[src/rtl/main_pkg.sv]
// -----------------------------------------------------------------------------
// main_pkg
// Shared constants, types and ROM content for the 64 x 8 lookup table.
//   ADDR_W / DATA_W / DEPTH : geometry of the table
//   addr_t / data_t         : address and data word types
//   ROM_INIT                : the 64 constant entries, ROM[i] = {i,2'b00} ^ 8'h5A
// -----------------------------------------------------------------------------
package main_pkg;

    localparam int ADDR_W = 6;
    localparam int DATA_W = 8;
    localparam int DEPTH  = 64;

    typedef logic [5:0] addr_t;
    typedef logic [7:0] data_t;

    // Literal table so that synthesis sees pure constant content (LUT-ROM),
    // with no arithmetic in the read datapath.
    localparam data_t ROM_INIT [DEPTH] = '{
        8'h5A, 8'h5E, 8'h52, 8'h56,  8'h4A, 8'h4E, 8'h42, 8'h46,
        8'h7A, 8'h7E, 8'h72, 8'h76,  8'h6A, 8'h6E, 8'h62, 8'h66,
        8'h1A, 8'h1E, 8'h12, 8'h16,  8'h0A, 8'h0E, 8'h02, 8'h06,
        8'h3A, 8'h3E, 8'h32, 8'h36,  8'h2A, 8'h2E, 8'h22, 8'h26,
        8'hDA, 8'hDE, 8'hD2, 8'hD6,  8'hCA, 8'hCE, 8'hC2, 8'hC6,
        8'hFA, 8'hFE, 8'hF2, 8'hF6,  8'hEA, 8'hEE, 8'hE2, 8'hE6,
        8'h9A, 8'h9E, 8'h92, 8'h96,  8'h8A, 8'h8E, 8'h82, 8'h86,
        8'hBA, 8'hBE, 8'hB2, 8'hB6,  8'hAA, 8'hAE, 8'hA2, 8'hA6
    };

endpackage : main_pkg

[src/rtl/main_rom_core.sv]
// -----------------------------------------------------------------------------
// main_rom_core
// Purely combinational lookup into the constant table.
//   addr : in  addr_t  read address (fully decoded, every value is valid)
//   data : out data_t  ROM_INIT[addr]
// -----------------------------------------------------------------------------
module main_rom_core
    import main_pkg::*;
(
    input  addr_t addr,
    output data_t data
);

    assign data = ROM_INIT[addr];

endmodule : main_rom_core

[src/rtl/main.sv]
// -----------------------------------------------------------------------------
// main
// 64 x 8 read-only lookup table with constant content.
// Default build: registered read, 1-cycle latency, output cleared
// asynchronously while reset is low.
// With MAIN_ASYNC_READ_EN defined: combinational read, 0-cycle latency,
// reset has no effect on data (port kept for interface compatibility).
//   clock : in  1       rising-edge clock
//   reset : in  1       asynchronous active-low reset
//   addr  : in  ADDR_W  read address, sampled every cycle
//   data  : out DATA_W  ROM word for addr
// -----------------------------------------------------------------------------
module main #(
    parameter int ADDR_W = main_pkg::ADDR_W,
    parameter int DATA_W = main_pkg::DATA_W
) (
    input  logic              clock,
    input  logic              reset,
    input  logic [ADDR_W-1:0] addr,
    output logic [DATA_W-1:0] data
);

    import main_pkg::*;

    // The content table only exists for the 6-bit / 8-bit geometry.
    if (ADDR_W != 6 || DATA_W != 8) begin : g_bad_geometry
        $error("main: only ADDR_W=6 and DATA_W=8 are supported (got %0d/%0d)",
               ADDR_W, DATA_W);
    end

    data_t rom_data;

    main_rom_core u_rom_core (
        .addr (addr),
        .data (rom_data)
    );

`ifdef MAIN_ASYNC_READ_EN

    assign data = rom_data;

`else

    logic [DATA_W-1:0] data_d;
    logic [DATA_W-1:0] data_q;

    always_comb begin
        data_d = rom_data;
    end

    always_ff @(posedge clock or negedge reset) begin
        if (!reset) begin
            data_q <= '0;
        end else begin
            data_q <= data_d;
        end
    end

    assign data = data_q;

`endif

    // An unknown address would otherwise silently produce an unknown word.
    a_addr_known : assert property (@(posedge clock) disable iff (!reset)
                                    !$isunknown(addr))
        else $error("main: addr is X/Z while out of reset");

endmodule : main

[config.mk]
export PLATFORM = sky130hd
export DESIGN_NAME = main
export DESIGN_NICKNAME = d
export VERILOG_FILES = /design/src/rtl/main_pkg.sv /design/src/rtl/main_rom_core.sv /design/src/rtl/main.sv
export SDC_FILE = /design/constraint.sdc
export NUM_CORES = 1
export LEC_CHECK = 0
export CORE_AREA = 2 2 39 41
export DETAILED_ROUTE_END_ITERATION = 10
export DIE_AREA = 0 0 41 43
export SETUP_SLACK_MARGIN = 0.4
export SYNTH_ARGS = -nofsm -noshare
export SYNTH_HDL_FRONTEND = slang
export SYNTH_HIERARCHICAL = 1
export SYNTH_SLANG_ARGS = --single-unit
[constraint.sdc]
create_clock -name clock -period 1.05 [get_ports clock]
set_clock_uncertainty 0.05 [all_clocks]
set_input_delay 0.1575 -clock clock [delete_from_list [all_inputs] [get_ports clock]]
set_output_delay 0.1575 -clock clock [all_outputs]
set_load 0.02 [all_outputs]
==> results.json <==
{
  "status": "finished clean",
  "diodes": 0,
  "dieArea_um2": 1760,
  "wl_per_cell_um": 8.51,
  "cts_buffer_depth": 2,
  "cts.sink_count": 8,
  "hold_viol_final": 0,
  "max_stage_delay_ps": 370,
  "path_clk_slew_ps": 50,
  "crit_chain": "buf_6",
  "p_leak_nw": 0.205,
  "place.port_buffers": 15,
  "powerDensity_nw_per_um2": 1530,
  "worstSetupEndpointType": "output port",
  "gp_congestion": 0.584,
  "dr.pass1.iters": 1,
  "path_buf_inv": 1,
  "cpMaxStageDelayCell": "dfrtp_1",
  "period_needed_ps": 957,
  "async_flop_share_pct": 100,
  "arrival_ps": 750,
  "dpl_worst_slack_ps": -71.5,
  "cap_violations": 0,
  "wirelength_um": 400,
  "die_h_um": 43,
  "cp-start-kind": "register",
  "grt_setup_unrepaired": "yes",
  "area_delta_synth_final_pct": 64.4,
  "setup_viol": 0,
  "drive_gt1_share_pct": 35.5,
  "cts_buffers": 3,
  "fillers": 150,
  "vias": 144,
  "pin_count": 16,
  "cts_hold_buf": 0,
  "grtUsageTotal_pct": 6.40,
  "synth_area_leaders": "dfrtp_1 78%, buf_4 15%, inv_1 4.4%",
  "core-area_um2": 1380,
  "synth-edff-count": 0,
  "ys_ff_latch": 8,
  "yosysWarningCount": 6,
  "largest_reg_flops": 8,
  "postSynthAreaPerCell_um2": 14.2,
  "grt_pass1_wl_um": 641,
  "vdd_drop_max_mv": 0.629,
  "max_freq_mhz": 1050,
  "slew_violations": 0,
  "cp_top_family": "flip-flops",
  "synth.net_count": 26,
  "vias_per_cell": 3.06,
  "synthCells": 18,
  "crit_fanout": 1,
  "start_util_pct": 18.5,
  "fp.dieW_um": 41,
  "synthTopCellsByCount": "8 x dfrtp_1, 5 x buf_4, 3 x inv_1",
  "hpwlAfterDp_um": 338,
  "num_rows": 14,
  "drt_iter0_drc": 0,
  "drt_drc_violations_left": 0,
  "ys.flop_type": "dfrtp_1",
  "required_ps": 840,
  "setup_ws_ps": 93.3,
  "min_period_over_period_pct": 91.1,
  "synth_top_area_share_pct": 78.0,
  "synth.most_common_cell": "dfrtp_1",
  "syn_area_um2": 256,
  "finalHoldWorstSlack_ps": 134,
  "cts_tree": "done",
  "hp-class": "input pin to async pin",
  "final_nets": 41,
  "htree_levels": 1,
  "grt_pass1_vias": 161,
  "yosysUniqueCellTypes": 4,
  "cts_root_buf": "clkbuf_4",
  "path_class": "register to output port",
  "grt_start_max_net_pins": 9,
  "antenna_found_initial": 0,
  "ant_nets": 0,
  "yosys.area.top_type": "dfrtp_1",
  "globalRouteOverflowTotal": 0,
  "synth_seq_area_share_pct": 78.0
}
## kinds of logic (layout without fill, tap and decap cells)
logic type / count (synthesis) / in the layout / synth area share (%)
flops: 8 / 8 / 78.0
buf+inv: 8 / 21 / 19.0
other cells: 2 / 2 / 2.93
## report_power, final
group / leakage [nW] / switching (mW) / internal [mW]
Combinational: 0.0982 / 0.0366 / 0.0523
Sequential: 0.0932 / 0.00721 / 0.325
Clock: 0.0138 / 0.0932 / 0.130
Total: 0.205 / 0.137 / 0.507
## cell type report
class / count / area (um2) / share of cell area, %
Tap cell: 16 / 20.0 / 4.75
Sequential cell: 8 / 200 / 47.5
Clock buffer: 3 / 22.5 / 5.34
Inverter: 3 / 11.3 / 2.67
Timing Repair Buffer: 15 / 160 / 38.0
Multi-Input combinational cell: 2 / 7.51 / 1.78
## metal layers
metal / part of all wire (%) / track usage (%)
met4: 0 / 6.00
met3: 20 / 6.81
met1: 46 / 6.67
met2: 34 / 6.56
met5: 0 / 0
## through the flow
step	instance area (um2)	power [mW]	TNS [ps]	instances	util, %
floorplan	256	0.370	0	18	-
CTS	422	0.659	0	47	30.5
global placement	389	0.420	-443	44	28.1
global route	422	0.689	0	47	30.5
detailed placement	389	0.421	-495	44	28.1
finish	422	0.644	0	47	30.5
## worst paths after layout
| check | slack [ps] | start | depth (start not counted) | to |
|---|---|---|---|---|
| max | 90 | data[2]$_DFF_PN0_ | 1 | data[2] |
| min | 130 | reset | 1 | data[2]$_DFF_PN0_ |
| max in group asynchronous | 560 | reset | 1 | data[4]$_DFF_PN0_ |
| min in group clock | 300 | addr[3] | 1 | data[5]$_DFF_PN0_ |
## what timing repair did
item,4_1_cts,5_1_grt
endpoints found under the hold margin,0,0
buffers inserted,0,0
endpoints found under the setup margin,8,8
resized for setup,48,0
## placed cells by master (no fill, tap or decap), drive strengths merged
cell type      Yosys  layout
inv                3       3
clkbuf             0       3
conb               2       2
clkdlybuf4s50      0       7
buf                5       8
dfrtp              8       8
Power figures use the tool's default switching activity.
